<file path="config.mk">
export PLATFORM = sky130hd
export DESIGN_NAME = axi4_lite_regfile
export DESIGN_NICKNAME = d
export VERILOG_FILES = /design/src/rtl/axi4_lite_pkg.sv /design/src/rtl/axi4_lite_regfile_bank.sv /design/src/rtl/axi4_lite_regfile.sv
export SDC_FILE = /design/constraint.sdc
export NUM_CORES = 2
export LEC_CHECK = 0
export ABC_AREA = 1
export BUFFER_PORTS_ARGS = -buffer_cell sky130_fd_sc_hd__buf_4
export CORE_AREA = 2 2 455 457
export CTS_CLUSTER_SIZE = 8
export DETAILED_ROUTE_END_ITERATION = 16
export DIE_AREA = 0 0 457 459
export HOLD_SLACK_MARGIN = 0.06
export MAX_ROUTING_LAYER = met4
export SYNTH_ARGS = -nofsm -noshare
export SYNTH_HDL_FRONTEND = slang
export SYNTH_SLANG_ARGS = --single-unit
</file>
<file path="constraint.sdc">
create_clock -name aclk -period 3.1 [get_ports aclk]
set_clock_uncertainty 0.05 [all_clocks]
set_input_delay 0.62 -clock aclk [delete_from_list [all_inputs] [get_ports aclk]]
set_output_delay 0.62 -clock aclk [all_outputs]
set_load 0.1 [all_outputs]
</file>
<file path="src/rtl/axi4_lite_pkg.sv">
// Shared AXI4-Lite types for the register file: response codes and the
// write/read handshake state encodings.
package axi4_lite_pkg;

    localparam int REG_W = 32;

    typedef enum logic [1:0] {
        OKAY   = 2'b00,
        EXOKAY = 2'b01,
        SLVERR = 2'b10,
        DECERR = 2'b11
    } resp_t;

    typedef enum logic {
        W_IDLE = 1'b0,
        W_RESP = 1'b1
    } w_state_t;

    typedef enum logic {
        R_IDLE = 1'b0,
        R_DATA = 1'b1
    } r_state_t;

    function automatic resp_t resp_of(input logic ok);
        return ok ? OKAY : SLVERR;
    endfunction

endpackage

</file>
<file path="src/rtl/axi4_lite_regfile_bank.sv">
// Register storage for the AXI4-Lite register file: byte-strobe merge on
// commit and a one-cycle wr_pulse for every committed write.
module axi4_lite_regfile_bank
    import axi4_lite_pkg::*;
#(
    parameter int NUM_REGS   = 32,
    parameter int IDX_W      = 6,
    parameter int DATA_BYTES = 4
) (
    input  logic                        clk,
    input  logic                        rst,
    input  logic                        we,
    input  logic [IDX_W-1:0]            idx,
    input  logic [DATA_BYTES*8-1:0]     wdata,
    input  logic [DATA_BYTES-1:0]       wstrb,
    output logic [NUM_REGS*REG_W-1:0]   reg_q,
    output logic [NUM_REGS-1:0]         wr_pulse
);

    always_ff @(posedge clk) begin
        if (rst) begin
            reg_q    <= '0;
            wr_pulse <= '0;
        end else begin
            wr_pulse <= '0;
            for (int i = 0; i < NUM_REGS; i++) begin
                if (we && (idx == IDX_W'(i))) begin
                    // An all-zero strobe still counts as a committed write.
                    wr_pulse[i] <= 1'b1;
                    for (int b = 0; b < DATA_BYTES; b++) begin
                        if (wstrb[b]) begin
                            reg_q[REG_W*i + 8*b +: 8] <= wdata[8*b +: 8];
                        end
                    end
                end
            end
        end
    end

endmodule

</file>
<file path="src/rtl/axi4_lite_regfile.sv">
// AXI4-Lite slave register file with independent write and read handshakes.
// Optional privilege check enabled by defining AXI4_LITE_REGFILE_PROT_EN.
//
// state  | meaning
// W_IDLE | collecting AW and W beats; commit once both are held
// W_RESP | bvalid/bresp held until bready
// R_IDLE | arready high, waiting for an AR beat
// R_DATA | rvalid/rdata/rresp held until rready
module axi4_lite_regfile
    import axi4_lite_pkg::*;
#(
    parameter int DATA_BYTES = 4,
    parameter int ADDR_BYTES = 1,
    parameter int NUM_REGS   = 32
) (
    input  logic                        aclk,
    input  logic                        areset,
    input  logic                        awvalid,
    output logic                        awready,
    input  logic [ADDR_BYTES*8-1:0]     awaddr,
    input  logic [2:0]                  awprot,
    input  logic                        wvalid,
    output logic                        wready,
    input  logic [DATA_BYTES*8-1:0]     wdata,
    input  logic [DATA_BYTES-1:0]       wstrb,
    output logic                        bvalid,
    input  logic                        bready,
    output logic [1:0]                  bresp,
    input  logic                        arvalid,
    output logic                        arready,
    input  logic [ADDR_BYTES*8-1:0]     araddr,
    input  logic [2:0]                  arprot,
    output logic                        rvalid,
    input  logic                        rready,
    output logic [DATA_BYTES*8-1:0]     rdata,
    output logic [1:0]                  rresp,
    output logic [NUM_REGS*32-1:0]      reg_q,
    output logic [NUM_REGS-1:0]         wr_pulse
);

    localparam int ADDR_W = ADDR_BYTES * 8;
    localparam int DATA_W = DATA_BYTES * 8;
    localparam int IDX_W  = ADDR_W - 2;

    function automatic logic in_range(input logic [IDX_W-1:0] idx);
        return {1'b0, idx} < (IDX_W + 1)'(NUM_REGS);
    endfunction

    w_state_t               w_state;
    r_state_t               r_state;
    logic                   aw_held;
    logic                   w_held;
    logic [IDX_W-1:0]       aw_idx;
    logic [DATA_W-1:0]      w_data;
    logic [DATA_BYTES-1:0]  w_strb;
    logic [IDX_W-1:0]       ar_idx;
    logic [DATA_W-1:0]      rd_word;
    logic                   commit;
    logic                   w_ok;
    logic                   r_ok;
    logic                   w_prot_ok;
    logic                   r_prot_ok;
    logic                   unused_bits;

    assign ar_idx = araddr[ADDR_W-1:2];

`ifdef AXI4_LITE_REGFILE_PROT_EN
    logic aw_priv;

    always_ff @(posedge aclk) begin
        if (areset) begin
            aw_priv <= 1'b0;
        end else if (awvalid && awready) begin
            aw_priv <= awprot[0];
        end
    end

    assign w_prot_ok   = aw_priv;
    assign r_prot_ok   = arprot[0];
    assign unused_bits = ^{awprot[2:1], arprot[2:1], awaddr[1:0], araddr[1:0]};
`else
    assign w_prot_ok   = 1'b1;
    assign r_prot_ok   = 1'b1;
    assign unused_bits = ^{awprot, arprot, awaddr[1:0], araddr[1:0]};
`endif

    // Ready flags are gated by reset so they read low while areset is high.
    assign awready = !areset && (w_state == W_IDLE) && !aw_held;
    assign wready  = !areset && (w_state == W_IDLE) && !w_held;
    assign arready = !areset && (r_state == R_IDLE);

    assign commit = (w_state == W_IDLE) && aw_held && w_held;
    assign w_ok   = in_range(aw_idx) && w_prot_ok;
    assign r_ok   = in_range(ar_idx) && r_prot_ok;

    always_comb begin
        rd_word = '0;
        for (int i = 0; i < NUM_REGS; i++) begin
            if (ar_idx == IDX_W'(i)) begin
                rd_word = reg_q[32*i +: 32];
            end
        end
    end

    always_ff @(posedge aclk) begin
        if (areset) begin
            w_state <= W_IDLE;
            aw_held <= 1'b0;
            w_held  <= 1'b0;
            aw_idx  <= '0;
            w_data  <= '0;
            w_strb  <= '0;
            bvalid  <= 1'b0;
            bresp   <= OKAY;
        end else begin
            case (w_state)
                W_IDLE: begin
                    if (awvalid && awready) begin
                        aw_held <= 1'b1;
                        aw_idx  <= awaddr[ADDR_W-1:2];
                    end
                    if (wvalid && wready) begin
                        w_held <= 1'b1;
                        w_data <= wdata;
                        w_strb <= wstrb;
                    end
                    if (commit) begin
                        w_state <= W_RESP;
                        bvalid  <= 1'b1;
                        bresp   <= resp_of(w_ok);
                    end
                end
                W_RESP: begin
                    if (bready) begin
                        w_state <= W_IDLE;
                        bvalid  <= 1'b0;
                        aw_held <= 1'b0;
                        w_held  <= 1'b0;
                    end
                end
                default: w_state <= W_IDLE;
            endcase
        end
    end

    // The bank updates on the same edge, so rd_word is still the pre-write value.
    always_ff @(posedge aclk) begin
        if (areset) begin
            r_state <= R_IDLE;
            rvalid  <= 1'b0;
            rdata   <= '0;
            rresp   <= OKAY;
        end else begin
            case (r_state)
                R_IDLE: begin
                    if (arvalid) begin
                        r_state <= R_DATA;
                        rvalid  <= 1'b1;
                        rdata   <= r_ok ? rd_word : '0;
                        rresp   <= resp_of(r_ok);
                    end
                end
                R_DATA: begin
                    if (rready) begin
                        r_state <= R_IDLE;
                        rvalid  <= 1'b0;
                    end
                end
                default: r_state <= R_IDLE;
            endcase
        end
    end

    axi4_lite_regfile_bank #(
        .NUM_REGS   (NUM_REGS),
        .IDX_W      (IDX_W),
        .DATA_BYTES (DATA_BYTES)
    ) u_bank (
        .clk      (aclk),
        .rst      (areset),
        .we       (commit && w_ok),
        .idx      (aw_idx),
        .wdata    (w_data),
        .wstrb    (w_strb),
        .reg_q    (reg_q),
        .wr_pulse (wr_pulse)
    );

endmodule

</file>
# == After elaboration in Yosys (flattened, before gate mapping) ==
# Index checks and enable logic that the tools add are counted.
# classes
reduce_logical,182
n_bitwise,2
muxes,83
eq_ne,68
n_lt_le_gt_ge,2
# ops
op,count
2-to-1 mux 32 bit,33
AND reduction 2 bit,136
equality test 6 x 5 -> 1 bit (second input constant),32
equality test 6 x 4 -> 1 bit (second input constant),16
equality test 6 x 3 -> 1 bit (second input constant),8
2-to-1 mux 1 bit,42
logical AND 1 bit,41
equality test 6 x 2 -> 1 bit (second input constant),4
equality test 6 x 1 -> 1 bit (second input constant),2
logical NOT 6 bit,2
< comparator 6 bit (second input constant),2
case mux 1 bit (2 select lines),6
!= test 2 bit (second input constant),4
2-to-1 mux 2 bit,2
!= test 2 x 1 -> 1 bit (second input constant),2
logical NOT 1 bit,3
inverter 1 bit,2
# word_totals
wordCells,478
register_bits,1140

# == Longest topological paths before layout ==
# logic_depth
ltp_word,34
mapped_depth,26

# == By module ==
# A second synthesis with hierarchy kept.
# hier_totals
hier_cells,9472
area_unflattened_um2,57577.7
# modules_own_cells
module,seq_area_each_um2,area_per_inst_um2,n_inst,cells_each
axi4_lite_regfile_bank,21140.3,45810.2,1,7042
axi4_lite_regfile,1641.6,11767.5,1,2430

# == Worst setup path before layout ==
# No wires, ideal clock.
# synth_path
path_type,input to register
start,input areset
end,register w_data[28]
cell_stages,6
path_buffers,2
arrival_ns,3.907
slack_ns,-0.985
path_cell_list,clkbuf_1 nor3_1 nand2_1 clkbuf_1 o21ai_0 a21oi_1
# synth_via
elab_chain_cells,5
# synth_rtl
element,line,rtl
start: declaration,axi4_lite_regfile.sv:17,"input logic areset,"
logical NOT 1 bit,axi4_lite_regfile.sv:89,assign wready = !areset && (w_state == W_IDLE) && !w_held;
logical AND 1 bit (2 in series),axi4_lite_regfile.sv:89,
named net wready,axi4_lite_regfile.sv:23,"output logic wready,"
logical AND 1 bit,axi4_lite_regfile.sv:122,if (wvalid && wready) begin
AND reduction 2 bit (no source line),--,
end signal: assignment,axi4_lite_regfile.sv:124,w_data <= wdata;
end: declaration,axi4_lite_regfile.sv:54,logic [DATA_W-1:0] w_data;
# The timed path passes the listed nets, and every way through them passes these cells.
# A chain may end at the register's enable or synchronous reset.

# == Final worst setup path ==
# layout_path
start,input araddr[3]
end,register rdata[10]
# layout_via
elab_chain_cells,34
elab_cells_between_ends,66
classes_between,order compare: 1; eq/ne: 31; mux: 33; reduce/logical: 1
# layout_rtl
element,line,rtl
start: declaration,axi4_lite_regfile.sv:31,"input logic [ADDR_BYTES*8-1:0] araddr,"
logical NOT 6 bit,axi4_lite_regfile.sv:99,if (ar_idx == IDX_W'(i)) begin
2-to-1 mux 32 bit (32 in series),axi4_lite_regfile.sv:99,
2-to-1 mux 32 bit *,axi4_lite_regfile.sv:159,rdata <= r_ok ? rd_word : '0;
end signal: assignment,axi4_lite_regfile.sv:159,
end: declaration,axi4_lite_regfile.sv:35,"output logic [DATA_BYTES*8-1:0] rdata,"
# Every way passes the cells marked *; elsewhere a longest branch is shown, timed or not.

==> impl_metrics.env <==
export IMPL_status="finished with violations"
export IMPL_violations="negative setup slack"
export IMPL_start_util_pct=23.0
export IMPL_clk_path_buf_depth=3
export IMPL_syn_area_per_cell_sq_um=7.19
export IMPL_path_clk_slew_ns=0.06
export IMPL_syn_to_final_growth_pct=47.8
export IMPL_ant_nets=0
export IMPL_root_buffer="clkbuf_16"
export IMPL_io_buffers=1149
export IMPL_synth_top_area_share_pct=48.3
export IMPL_die_w_um=457
export IMPL_syn_inst=6564
export IMPL_tns_ns=-6.52
export IMPL_stdcell_count=10880
export IMPL_gp_congestion=1.01
export IMPL_dr_pass1_iters=6
export IMPL_fmax_ghz=0.258
export IMPL_p_leak_nw=28.7
export IMPL_ioPinCount=1162
export IMPL_max_cap_viol_count=0
export IMPL_synthesis_area_sq_mm=0.0472
export IMPL_cts_tree="built"
export IMPL_min_period_ns=3.88
export IMPL_postLayoutCoreUtil_pct=33.9
export IMPL_die_area_sq_mm=0.210
export IMPL_crit_required_ns=3.73
export IMPL_synth_warnings=0
export IMPL_p_total_mw=34.7
export IMPL_hpwl_um=286000
export IMPL_grt_pass1_wl_um=476000
export IMPL_hp_class="in2reg"
export IMPL_grt_usage_pct=34.0
export IMPL_place_inst=10600
export IMPL_wire_per_inst_um=33.3
export IMPL_grt_max_degree=121
export IMPL_hold_depth=3
export IMPL_design_core_area_sq_mm=0.206
export IMPL_powerDensity_mw_per_mm2=497
export IMPL_synth_seq_cells=1138
export IMPL_ff2ff_path_depth=19
export IMPL_wirelength_um=363000
export IMPL_yosysUniqueCellTypes=31
export IMPL_path_class="in2reg"
export IMPL_vias_per_cell=5.27
export IMPL_htreeDepth=4
export IMPL_yosysSeqAreaShare_pct=48.3
export IMPL_numCtsBuffers=163
export IMPL_synth_area_leaders="dfxtp_1, a21oi_1, o21ai_0"
export IMPL_setup_viol=26
export IMPL_worst_setup_path_end_kind="flip-flop"
export IMPL_insertion_delay_ns=0.85
export IMPL_drive_above_1_share_pct=29.7
export IMPL_synth_area_leader_cell="dfxtp_1"
export IMPL_overflow=0
export IMPL_nFillCells=21931
export IMPL_crit_fanout=5
export IMPL_first_iter_violations=7784
export IMPL_finalHoldViolations=0
export IMPL_worst_slack_ns=-0.783
export IMPL_worst_slew_pin_slew_ns=1.29
export IMPL_ir_worst_vdd_uv=582
export IMPL_grt_pass1_vias=52578
export IMPL_drc=0
export IMPL_worstPathArrival_ns=4.51
export IMPL_fin_crit_sh_pct=125
export IMPL_slew_headroom_pct=14.0
export IMPL_layout_nets=8195
export IMPL_core_rowCount=167
export IMPL_antenna_found_initial=33
export IMPL_die_h_um=459
export IMPL_rsz0062_at_grt="yes"
export IMPL_cts_sinks=1138
export IMPL_vias=57374
export IMPL_slew_violations=0
export IMPL_worstSetupStartpointType="input port"
-- final cells by class --
class                      instances  area, sq um  area share [%]
inverter                         600         2300            3.29
multi-input combinational       4324        21300            30.5
clock inverter                    17          407           0.583
antenna                           16         40.0          0.0574
sequential                      1138        22800            32.7
timing repair buffer            1903        15400            22.0
tap                             2704         3380            4.85
clock buffer                     178         4180            5.99
-- cells in the final DEF (no fill, tap or decap), types with 78 or more instances in the layout --
master / count
buf_4: 1751
a21oi_1: 1154
dfxtp_1: 1119
nand2_1: 1108
o21ai_0: 930
inv_1: 569
nor2_1: 312
nand3_1: 272
nand4_1: 189
clkbuf_16: 163
nand2_2: 78
-- sequential cells by signal, summed over array words and instances (netlist names) --
| name | count |
|---|---|
| w_held | 1 |
| u_bank.wr_pulse | 32 |
| aw_held | 1 |
| w_data | 32 |
| w_state | 1 |
| rdata | 32 |
| u_bank.reg_q | 1024 |
| bresp | 1 |
| rvalid | 1 |
| r_state | 1 |
| aw_idx | 6 |
| rresp | 1 |
| w_strb | 4 |
| bvalid | 1 |
-- cell families (layout without fill, tap and decap cells) --
family | after synthesis | count (layout) | share of synthesized area [%]
flops | 1138 | 1138 | 48.3
buf+inv | 1103 | 2698 | 9.18
simple gates | 2205 | 2205 | 20.1
other cells | 1 | 18 | 0.00795
compound gates | 2117 | 2117 | 22.5
-- what timing repair did --
action | CTS | global route
resized for setup | 217 | 200
setup buffers | 24 | 16
pin swaps | 131 | 245
endpoints found under the setup margin | 20 | 41
hold endpoints to repair | 40 | 0
hold buffers | 39 | 0
-- critical path: stages --
cell and delay [ns]:
buf_6 0.12, buf_4 0.14, nand2_4 0.09, nor2_2 0.06
nand2_4 0.08, buf_12 0.13, buf_8 0.13, nor2_1 0.05
nor2_2 0.12, nand4_1 0.15, nor2_2 0.14, nand4_1 0.11
nor2_2 0.15, nand4_1 0.19, nor2_1 0.14, buf_4 0.14
nand4_1 0.30, nor2_2 0.25, nand4_1 0.16, nor2_4 0.20
nand4_1 0.27, nor2_2 0.22, nand4_1 0.27, nand2_1 0.18
a21oi_1 0.07
-- cells in the mapped netlist, drive strengths merged --
| cell | number |
|---|---|
| o21ai | 942 |
| nand2 | 1209 |
| a21oi | 1171 |
| clkinv | 6 |
| nor3 | 24 |
| dfxtp | 1138 |
| inv | 594 |
| clkbuf | 415 |
| or2 | 36 |
| o22ai | 4 |
| conb | 1 |
| nor2 | 424 |
| nand3 | 315 |
| nor4 | 4 |
| and3 | 1 |
| buf | 88 |
| nand3b | 3 |
| nand4 | 189 |
-- metrics by stage --
step | setup WS, ns | instance area (sq um) | hold WS (ns)
after floorplan | 0.0658 | 47200 | 0.421
after global placement | -2.03 | 63100 | 0.401
after detailed placement | -2.02 | 63100 | 0.407
after CTS | -0.707 | 68900 | 0.0731
after global routing | -0.766 | 69700 | 0.135
final | -0.783 | 69700 | 0.163
-- worst paths after layout --
check	slack, ns	start	endpoint
min	0.16	wstrb[3]	w_strb[3]
max reg2reg	-0.75	u_bank.reg_q[10]	rdata[10]
max	-0.78	araddr[3]	rdata[10]
min reg2reg	0.42	rdata[27]	rdata[27]
-- layer usage --
layer / track usage, % / vias up / share of wire [%]
met5: - / - / 0
met4: 22.1 / 0 / 7.7
met3: 6.74 / 757 / 9.2
met2: 49.8 / 3767 / 43
met1: 42.4 / 28002 / 40
li1: - / 24848 / -
-- where the power goes --
group          internal (mW)  leakage [nW]  switching (mW)
registers               14.7          9.18           0.111
clock network           9.56          2.22            7.50
logic                  0.609          17.3            2.18
No activity file was read; power rests on OpenSTA's default activity.
